[src/rtl/parking_request_queue.sv]
// ============================================================================
// parking_request_queue: FIFO of BCD-plate entry/exit requests feeding a lot
// controller via a four-state issue FSM, with a bypass path for leak alarms.
// Revision: 1.0
// ============================================================================
`default_nettype none

module parking_request_queue #(
  parameter int DEPTH       = 4,
  parameter int ACK_TIMEOUT = 4
) (
  input  logic        clock,
  input  logic        reset,
  input  logic [15:0] req_plate,
  input  logic        req_in,
  input  logic        req_out,
  input  logic        req_leak,
  input  logic [2:0]  req_leak_floor,
  input  logic        lot_busy,
  output logic [15:0] license_plate,
  output logic        in_mode,
  output logic        out_mode,
  output logic        leakage,
  output logic [2:0]  leakage_floor,
  output logic [3:0]  queue_count,
  output logic        queue_full,
  output logic        drop
);

  localparam int AW = (DEPTH > 1) ? $clog2(DEPTH) : 1;
  localparam int TW = (ACK_TIMEOUT > 1) ? $clog2(ACK_TIMEOUT) : 1;
  localparam logic [3:0]    DEPTH_C    = 4'(DEPTH);
  localparam logic [TW-1:0] TIMER_LAST = TW'(ACK_TIMEOUT - 1);

  typedef enum logic [1:0] {
    IDLE      = 2'd0,
    ISSUE     = 2'd1,
    WAIT_ACK  = 2'd2,
    WAIT_DONE = 2'd3
  } state_t;

  state_t         state;
  logic [TW-1:0]  timer;
  logic [AW-1:0]  wr_ptr;
  logic [AW-1:0]  rd_ptr;
  logic [16:0]    mem [DEPTH];

  logic        plate_ok;
  logic        start_issue;
  logic        push;
  logic        pop;
  logic [16:0] head;
  logic [3:0]  count_next;

  always_comb begin
    plate_ok    = (req_plate[15:12] <= 4'd9) && (req_plate[11:8] <= 4'd9) &&
                  (req_plate[7:4]   <= 4'd9) && (req_plate[3:0]  <= 4'd9);
    // A forwarded leak alarm takes priority over issuing on the same edge.
    start_issue = (state == IDLE) && (queue_count != 4'd0) && !lot_busy && !req_leak;
    pop         = start_issue;
    push        = (req_in ^ req_out) && plate_ok && ((queue_count != DEPTH_C) || pop);
    head        = mem[rd_ptr];
    count_next  = queue_count + {3'b000, push} - {3'b000, pop};
  end

  // Storage holds {plate, dir}; dir=1 is an entry request.
  always_ff @(posedge clock) begin
    if (push) begin
      mem[wr_ptr] <= {req_plate, req_in};
    end
  end

  always_ff @(posedge clock or posedge reset) begin
    if (reset) begin
      state         <= IDLE;
      timer         <= '0;
      wr_ptr        <= '0;
      rd_ptr        <= '0;
      queue_count   <= 4'd0;
      queue_full    <= 1'b0;
      drop          <= 1'b0;
      leakage       <= 1'b0;
      leakage_floor <= 3'd0;
      license_plate <= 16'd0;
      in_mode       <= 1'b0;
      out_mode      <= 1'b0;
    end else begin
      drop          <= (req_in | req_out) && !push;
      leakage       <= req_leak;
      leakage_floor <= req_leak ? req_leak_floor : 3'd0;
      if (push) wr_ptr <= wr_ptr + 1'b1;
      if (pop)  rd_ptr <= rd_ptr + 1'b1;
      queue_count   <= count_next;
      queue_full    <= (count_next == DEPTH_C);
      license_plate <= 16'd0;
      in_mode       <= 1'b0;
      out_mode      <= 1'b0;
      case (state)
        IDLE: begin
          if (start_issue) begin
            state         <= ISSUE;
            license_plate <= head[16:1];
            in_mode       <= head[0];
            out_mode      <= !head[0];
          end
        end
        ISSUE: begin
          state <= WAIT_ACK;
          timer <= '0;
        end
        WAIT_ACK: begin
          if (lot_busy) begin
            state <= WAIT_DONE;
          end else if (timer == TIMER_LAST) begin
            state <= IDLE;
          end else begin
            timer <= timer + 1'b1;
          end
        end
        WAIT_DONE: begin
          if (!lot_busy) state <= IDLE;
        end
        default: state <= IDLE;
      endcase
    end
  end

endmodule

`default_nettype wire

[config.mk]
export PLATFORM = sky130hd
export DESIGN_NAME = parking_request_queue
export DESIGN_NICKNAME = d
export VERILOG_FILES = /design/src/rtl/parking_request_queue.sv
export SDC_FILE = /design/constraint.sdc
export NUM_CORES = 1
export LEC_CHECK = 0
export CORE_ASPECT_RATIO = 0.75
export CORE_MARGIN = 1
export CORE_UTILIZATION = 35
export CTS_CLUSTER_DIAMETER = 60
export DETAILED_ROUTE_END_ITERATION = 8
export PLACE_DENSITY_LB_ADDON = 0.25
export SLEW_MARGIN = 30
export SYNTH_ARGS = -nofsm -noshare
export SYNTH_HDL_FRONTEND = slang
export SYNTH_SLANG_ARGS = --single-unit
[constraint.sdc]
create_clock -name clock -period 2.7 [get_ports clock]
set_input_delay 0.54 -clock clock [delete_from_list [all_inputs] [get_ports clock]]
set_output_delay 0.54 -clock clock [all_outputs]
set_load 0.05 [all_outputs]
==> results of run 1 <==
-- sequential cells by signal, indices dropped and copies added, names as in the netlist, 2 cells and up --
| register | flops |
|---|---|
| mem | 68 |
| license_plate | 16 |
| queue_count | 4 |
| leakage_floor | 3 |
| rd_ptr | 2 |
| state | 2 |
| timer | 2 |
| wr_ptr | 2 |
-- cells in the final DEF (no fill, tap or decap), types with 2 or more instances in the layout --
cell type	count
clkbuf_16	12
a21oi_1	3
dlygate4sd2_1	2
clkbuf_1	3
o21ai_0	2
xor2_1	2
ha_1	10
nor2b_1	17
a22o_1	2
clkdlybuf4s50_1	50
buf_12	2
buf_4	29
dfrtp_1	35
nand2_1	7
o21ai_1	3
xnor2_1	2
nor2_1	7
mux4_2	17
and2_1	7
inv_1	12
edfxtp_1	68
a21o_1	2
-- stage by stage --
stage                     hold WS (ns)  util (%)  instances  area [um2]  worst slack [ns]
after floorplan                  0.492         -        216        3980            0.0411
after global placement           0.522      44.6        432        4900            -0.408
after detailed placement         0.516      44.6        432        4900            -0.499
after CTS                        0.539      47.7        449        5240            0.0712
after global routing             0.574      47.7        449        5240           0.00606
final                            0.532      47.7        449        5240            0.0989
-- cell families (layout without fill, tap and decap cells) --
logic type | count (synthesis) | after routing | share of synthesized area, %
fa+ha+maj | 12 | 12 | 3.97
flops | 104 | 104 | 74.0
simple gates | 43 | 43 | 5.89
compound gates | 16 | 16 | 3.24
mux | 18 | 18 | 10.0
xor+xnor | 5 | 5 | 1.10
buf+inv | 18 | 111 | 1.76
-- how the worst max path moves through the flow --
stage,depth (start not counted),to,startpoint
3_5_place_dp,10,queue_full,lot_busy
3_3_place_gp,10,queue_full,lot_busy
2_1_floorplan,10,queue_full,queue_count[0]
4_1_cts,10,queue_full,req_plate[10]
6_report,10,queue_full,req_in
5_1_grt,10,queue_full,req_in
-- cell type report --
| type | instances | area, um2 |
|---|---|---|
| clock buffers | 15 | 312 |
| clock inverters | 1 | 5.00 |
| fillers | 967 | 5740 |
| inverters | 12 | 45.0 |
| multi-input cells | 94 | 987 |
| flip-flops and latches | 104 | 2940 |
| well taps | 140 | 175 |
| repair buffers | 83 | 776 |
-- critical path: cells and delay by family --
kind                     cells  cell delay [ns]
AND/OR/NAND/NOR              2             0.33
adder cells (fa/ha/maj)      3             1.00
AO/OA/AOI/OAI                1             0.29
buffers and inverters        4             0.68
-- metal layers --
metal / vias up / global-route usage (%)
li1: 978 / -
met1: 1035 / 18.3
met2: 54 / 21.7
met3: 8 / 5.01
met4: 0 / 6.00
met5: - / 0
-- power groups by stage --
stage,Combinational [mW],Clock [mW],Sequential [mW]
floorplan,0.735,0,2.18
global placement,1.31,0,2.02
detailed placement,1.34,0,2.02
CTS,1.42,1.38,1.99
global route,1.53,1.43,2.01
finish,1.40,1.34,1.98
-- what timing repair did --
action	in CTS	in global routing
buffers inserted	1	0
endpoints found under the setup margin	14	1
resized for setup	7	3
pin swaps	4	0
==> results.md, run 1 <==
- HPWL Detailed: 4950 um
- Max_slew headroom: 65.1%
- GRT Overall Usage: 14.2%
- Most common cell in the synthesized netlist: edfxtp_1
- Seq/Total Area, Yosys: 74.0%
- Buffers added on ports: 52
- Least-Margin Pin Slew: 0.522 ns
- Htree depth: 3
- WP data required: 2.95 ns
- Per-cell routed wire length: 16.5 um
- Starting Density: 36.2%
- Gr ovfl total: 0
- Total Wirelength: 7400 um
- Vias in the first global route: 2173
- Vias per std cell: 4.62
- Net switching power: 1.37 mW
- Placer Congestion: 0.725
- Met2 WL post-DR: 3440 um
- Status: finished with violations
- CP max stage delay: 0.52 ns
- Largest cells by area after synthesis: edfxtp_1 51%, dfrtp_1 23%, mux4_2 9.6%, ha_1 3.5%, nor2b_1 2.7%
- Violated checks: design-rule violations
- Total power draw: 4.72 mW
- Core area: 11000 um2
- FP Rows: 33
- Critical setup path kind: in2reg
- Clock sinks: 104
- Area grow syn2layout: 31.9%
- Combinational power share: 29.6%
- Critical Path, Cell by Cell: clkdlybuf4s50_1 -> inv_1 -> ha_1 -> nand2_1 -> o31ai_1 -> ha_2 -> inv_1 -> fa_2 -> inv_1 -> nor4b_2
- Worst hold path class: reg2reg
- Final setup viols: 0
- Clk buf depth: 2
- Worst R2R Path Depth: 10
- Crit Reg-Reg Startpoint: queue_count[1]
- Most used cell, CP: inv_1
- Die height: 94.3 um
- R2R Setup Slk: 0.14 ns
- Post-Route M1 WL: 3470 um
- Final hold violation count: 0
- Leak Pwr: 2.01 nW
- TritonCTS buffer count: 9
- R2R Path End: queue_full
- DRC: 18
- Cell Area, Synth: 3980 um2
- Syn Nets: 253
- Post-layout min period: 2.60 ns
- Max Fclk: 384 MHz
- Post-route clock period utilization: 96.3%
- Net Sw Frac: 29.0%
- Met3 Wirelength: 389 um
- Layout net count: 341
- Ports: 53
- Hold EP: timer[1]
- # diodes: 0
- ANT nets after route: 0
- Root buffer cell: clkbuf_16
- Die area: 11800 um2
- Min-delay src: timer[1]
- Setup Skew: 0.00586 ns
- Initial drt markers: 137
- Via count: 2075
- Hold-fix buffers at CTS: 0
- Die width: 125 um
- Ys Warns: 0
- Max_cap viols: 0
- CTS tree: yes
- Nature of the critical path startpoint: primary input
- Synth Register Bits: 104
- PwrDens: 900 nW/um2
- RSZ-0062 raised after global routing: no
- Mapped Cells: 216
- Worst-path maximum fanout: 3
- Final setup TNS: 0 ns
- Synth unique cells: 27
- First-pass GRT wire length: 11800 um
- Slew Viols, Final: 0
- Peak supply drop: 341 uV
- Seq pwr share: 42.0%
- Skew-Pair Late Insertion Delay: 0.34 ns
- Share of layout cells above drive strength 1: 23.0%
- Hold Crit Depth: 1
- Worst path slowest cell: clkdlybuf4s50_1
- Clk pwr share: 28.3%
- Total iterations of the first detailed-routing run: 6
- Async SR Flop Fraction: 34.6%
- Initial antenna violation count: 0
- Largest area contributor in the netlist: edfxtp_1
- Number of synthesized flops with an enable pin: 68
- Worst-path clk slew: 0.06 ns
- Int Pwr: 3.35 mW
- Top sig layer: met4
- Largest net degree at the start of global routing: 37
- Syn Area/Cell: 18.4 um2
- Crit path arrival time: 2.85 ns
- Synth top cells by count: 68 x edfxtp_1, 36 x dfrtp_1, 17 x mux4_2, 17 x nor2b_1, 12 x inv_1
- Post-synth top flop: edfxtp_1
- Synth top area share: 51.4%
- CP Capture Type: register
(Power assumes the default switching activity.)
==> inputs of run 2 (changes only) <==
--- a/config.mk
+++ b/config.mk
@@ -11,7 +11,6 @@
 export CTS_CLUSTER_DIAMETER = 60
 export DETAILED_ROUTE_END_ITERATION = 8
 export PLACE_DENSITY_LB_ADDON = 0.25
-export SLEW_MARGIN = 30
 export SYNTH_ARGS = -nofsm -noshare
 export SYNTH_HDL_FRONTEND = slang
 export SYNTH_SLANG_ARGS = --single-unit
==> results of run 2 <==
The final DEF is identical to that of run 1; final timing and power are the same.
==> inputs of run 3 (changes only) <==
--- a/config.mk
+++ b/config.mk
@@ -5,12 +5,14 @@
 export SDC_FILE = /design/constraint.sdc
 export NUM_CORES = 1
 export LEC_CHECK = 0
-export CORE_ASPECT_RATIO = 0.75
+export CORE_ASPECT_RATIO = 1.25
 export CORE_MARGIN = 1
 export CORE_UTILIZATION = 35
 export CTS_CLUSTER_DIAMETER = 60
 export DETAILED_ROUTE_END_ITERATION = 8
+export HOLD_SLACK_MARGIN = 0.15
 export PLACE_DENSITY_LB_ADDON = 0.25
+export SETUP_SLACK_MARGIN = 0.02
 export SYNTH_ARGS = -nofsm -noshare
 export SYNTH_HDL_FRONTEND = slang
 export SYNTH_SLANG_ARGS = --single-unit
==> run 3 against run 2 <==
The flow now finishes without violations; first-iteration DRC count fell by 51%; cell count shrank 3.1%; die area barely moved; cell area fell by 1.2%; global-route usage decreased by 1.3 points; fmax up 1.3%; clock skew is 0.00089 ns higher; register-to-register slack better by 0.02 ns; largest cell class unchanged.
==> results.md, run 3 (same netlist as run 1, synthesis figures left out) <==
- Postcts setup bufs: 0
- TritonCTS buffer count: 9
- Max FFs per register: 68
- ANT nets after route: 0
- Status: complete, no violations
- Share of layout cells above drive strength 1: 21.3%
- # fillers: 959
- Critical setup path kind: in2reg
- FP Rows: 43
- Max_cap viols: 0
- First-pass GRT wire length: 11200 um
- Via count: 2051
- Largest regs: mem (68), license_plate (16), queue_count (4)
- Nature of the critical path startpoint: primary input
- Skew-Pair Late Insertion Delay: 0.34 ns
- WHS: 0.483 ns
- Most frequent cells in the layout: 68 x edfxtp_1, 50 x clkdlybuf4s50_1, 35 x dfrtp_1
- Final setup viols: 0
- Final hold violation count: 0
- Buffers added on ports: 52
- Total iterations of the first detailed-routing run: 2
- CP Capture Type: register
- Most common cell after layout, fill and taps aside: edfxtp_1
- RSZ-0062 raised after global routing: no
- Reg area: 2940 um2
- WP data required: 2.95 ns
- Max Fclk: 389 MHz
- PwrDens: 876 nW/um2
- Leak Pwr: 1.96 nW
- Peak supply drop: 345 uV
- Area taken by multi-input logic gates: 1000 um2
- CTS tree: yes
- Per-cell routed wire length: 16.1 um
- Post-layout util: 46.7%
- Core area: 11100 um2
- Max_slew headroom: 41.9%
- # diodes: 0
- Area grow syn2layout: 30.3%
- Initial antenna violation count: 0
- Ports: 53
- Slew Viols, Final: 0
- Worst-path maximum fanout: 2
- Worst hold path class: in2reg
- Reg with most FFs: mem
- Final setup TNS: 0 ns
- Total Wirelength: 7010 um
- HPWL Detailed: 4450 um
- CP max stage delay: 0.49 ns
- Die width: 97.3 um
- Vias per std cell: 4.71
- Post-route clock period utilization: 95.1%
- Crit path arrival time: 2.81 ns
- Die area: 11800 um2
- Die height: 121 um
- Htree depth: 3
- Clock sinks: 104
- Placer Congestion: 0.799
- Worst path slowest cell: fa_1
- Most used cell, CP: inv_1
- Initial drt markers: 67
- Starting Density: 35.9%
- Gr ovfl total: 0
- DRC: 0
- Setup Skew: 0.00675 ns
- GRT Overall Usage: 12.9%
- Post-layout min period: 2.57 ns
- Least-Margin Pin Slew: 0.872 ns
- Critical Path, Cell by Cell: dlygate4sd2_1 -> or4_4 -> a21o_4 -> o21bai_1 -> o31ai_2 -> ha_2 -> inv_1 -> fa_1 -> inv_1 -> nor4b_4
- Clk buf depth: 2
- Vias in the first global route: 2196
- Largest net degree at the start of global routing: 37
- Worst-path clk slew: 0.06 ns
- Layout net count: 332
- Root buffer cell: clkbuf_16
==> run 3: changes by cell type in the layout (fill, tap and decap cells not counted), sizes merged <==
cell,delta
dlygate4sd2,-1
buf,-9
clkinvlp,+2
clkbuf,-1
==> run 3: report_power, final <==
part           leakage (nW)  switching (mW)  total (mW)  internal (mW)
Combinational         0.753           0.660        1.33          0.665
Clock                 0.130           0.521        1.19          0.673
Sequential             1.08           0.158        2.02           1.86
Total                  1.96            1.34        4.54           3.20
==> run 3: routing by layer <==
layer / up-vias / share of wire, % / track usage [%]
met4: 0 / 1.8 / 6.07
li1: 952 / - / -
met2: 36 / 54 / 22.9
met1: 1054 / 41 / 14.9
met3: 9 / 3.0 / 2.76
met5: - / 0 / 0
==> run 3: metrics by stage <==
stage	cell area [um2]	instances	power, mW	setup slack, ns
after floorplan	3980	216	2.91	0.0411
after global placement	4860	419	3.30	-0.443
after detailed placement	4860	419	3.31	-0.519
after CTS	5150	435	4.53	0.0892
after global routing	5180	435	4.77	0.0222
final	5180	435	4.54	0.132
==> run 3: timing repair <==
item | in CTS | in global routing
resized for setup | 6 | 10
endpoints found under the setup margin | 69 | 1
hold buffers | 0 | 0
pin swaps | 1 | 4
==> run 3: cell type report <==
type,count,share of cell area [%]
Timing Repair Buffer,74,14.3
Clock buffer,13,5.02
Tap cell,135,3.26
Inverter,12,0.869
Multi-Input combinational cell,94,19.3
Sequential cell,104,56.8
Clock inverter,3,0.362
==> run 3: final timing paths <==
check / start / endpoint / slack, ns / depth (start not counted)
setup reg to reg: state[0] / queue_full / 0.16 / 9
hold reg to reg: timer[1] / timer[1] / 0.55 / 1
max in group asynchronous: reset / queue_count[1] / 1.73 / 3
hold / removal: lot_busy / state[0] / 0.48 / 3
min in group asynchronous: reset / license_plate[3] / 0.61 / 3
setup / recovery: req_leak / queue_full / 0.13 / 10
==> run 3: worst max-delay path, delay by kind of cell <==
family,cells,cell delay [ns]
simple gates,2,0.72
buf+inv,3,0.38
compound gates,3,0.47
fa+ha+maj,2,0.71
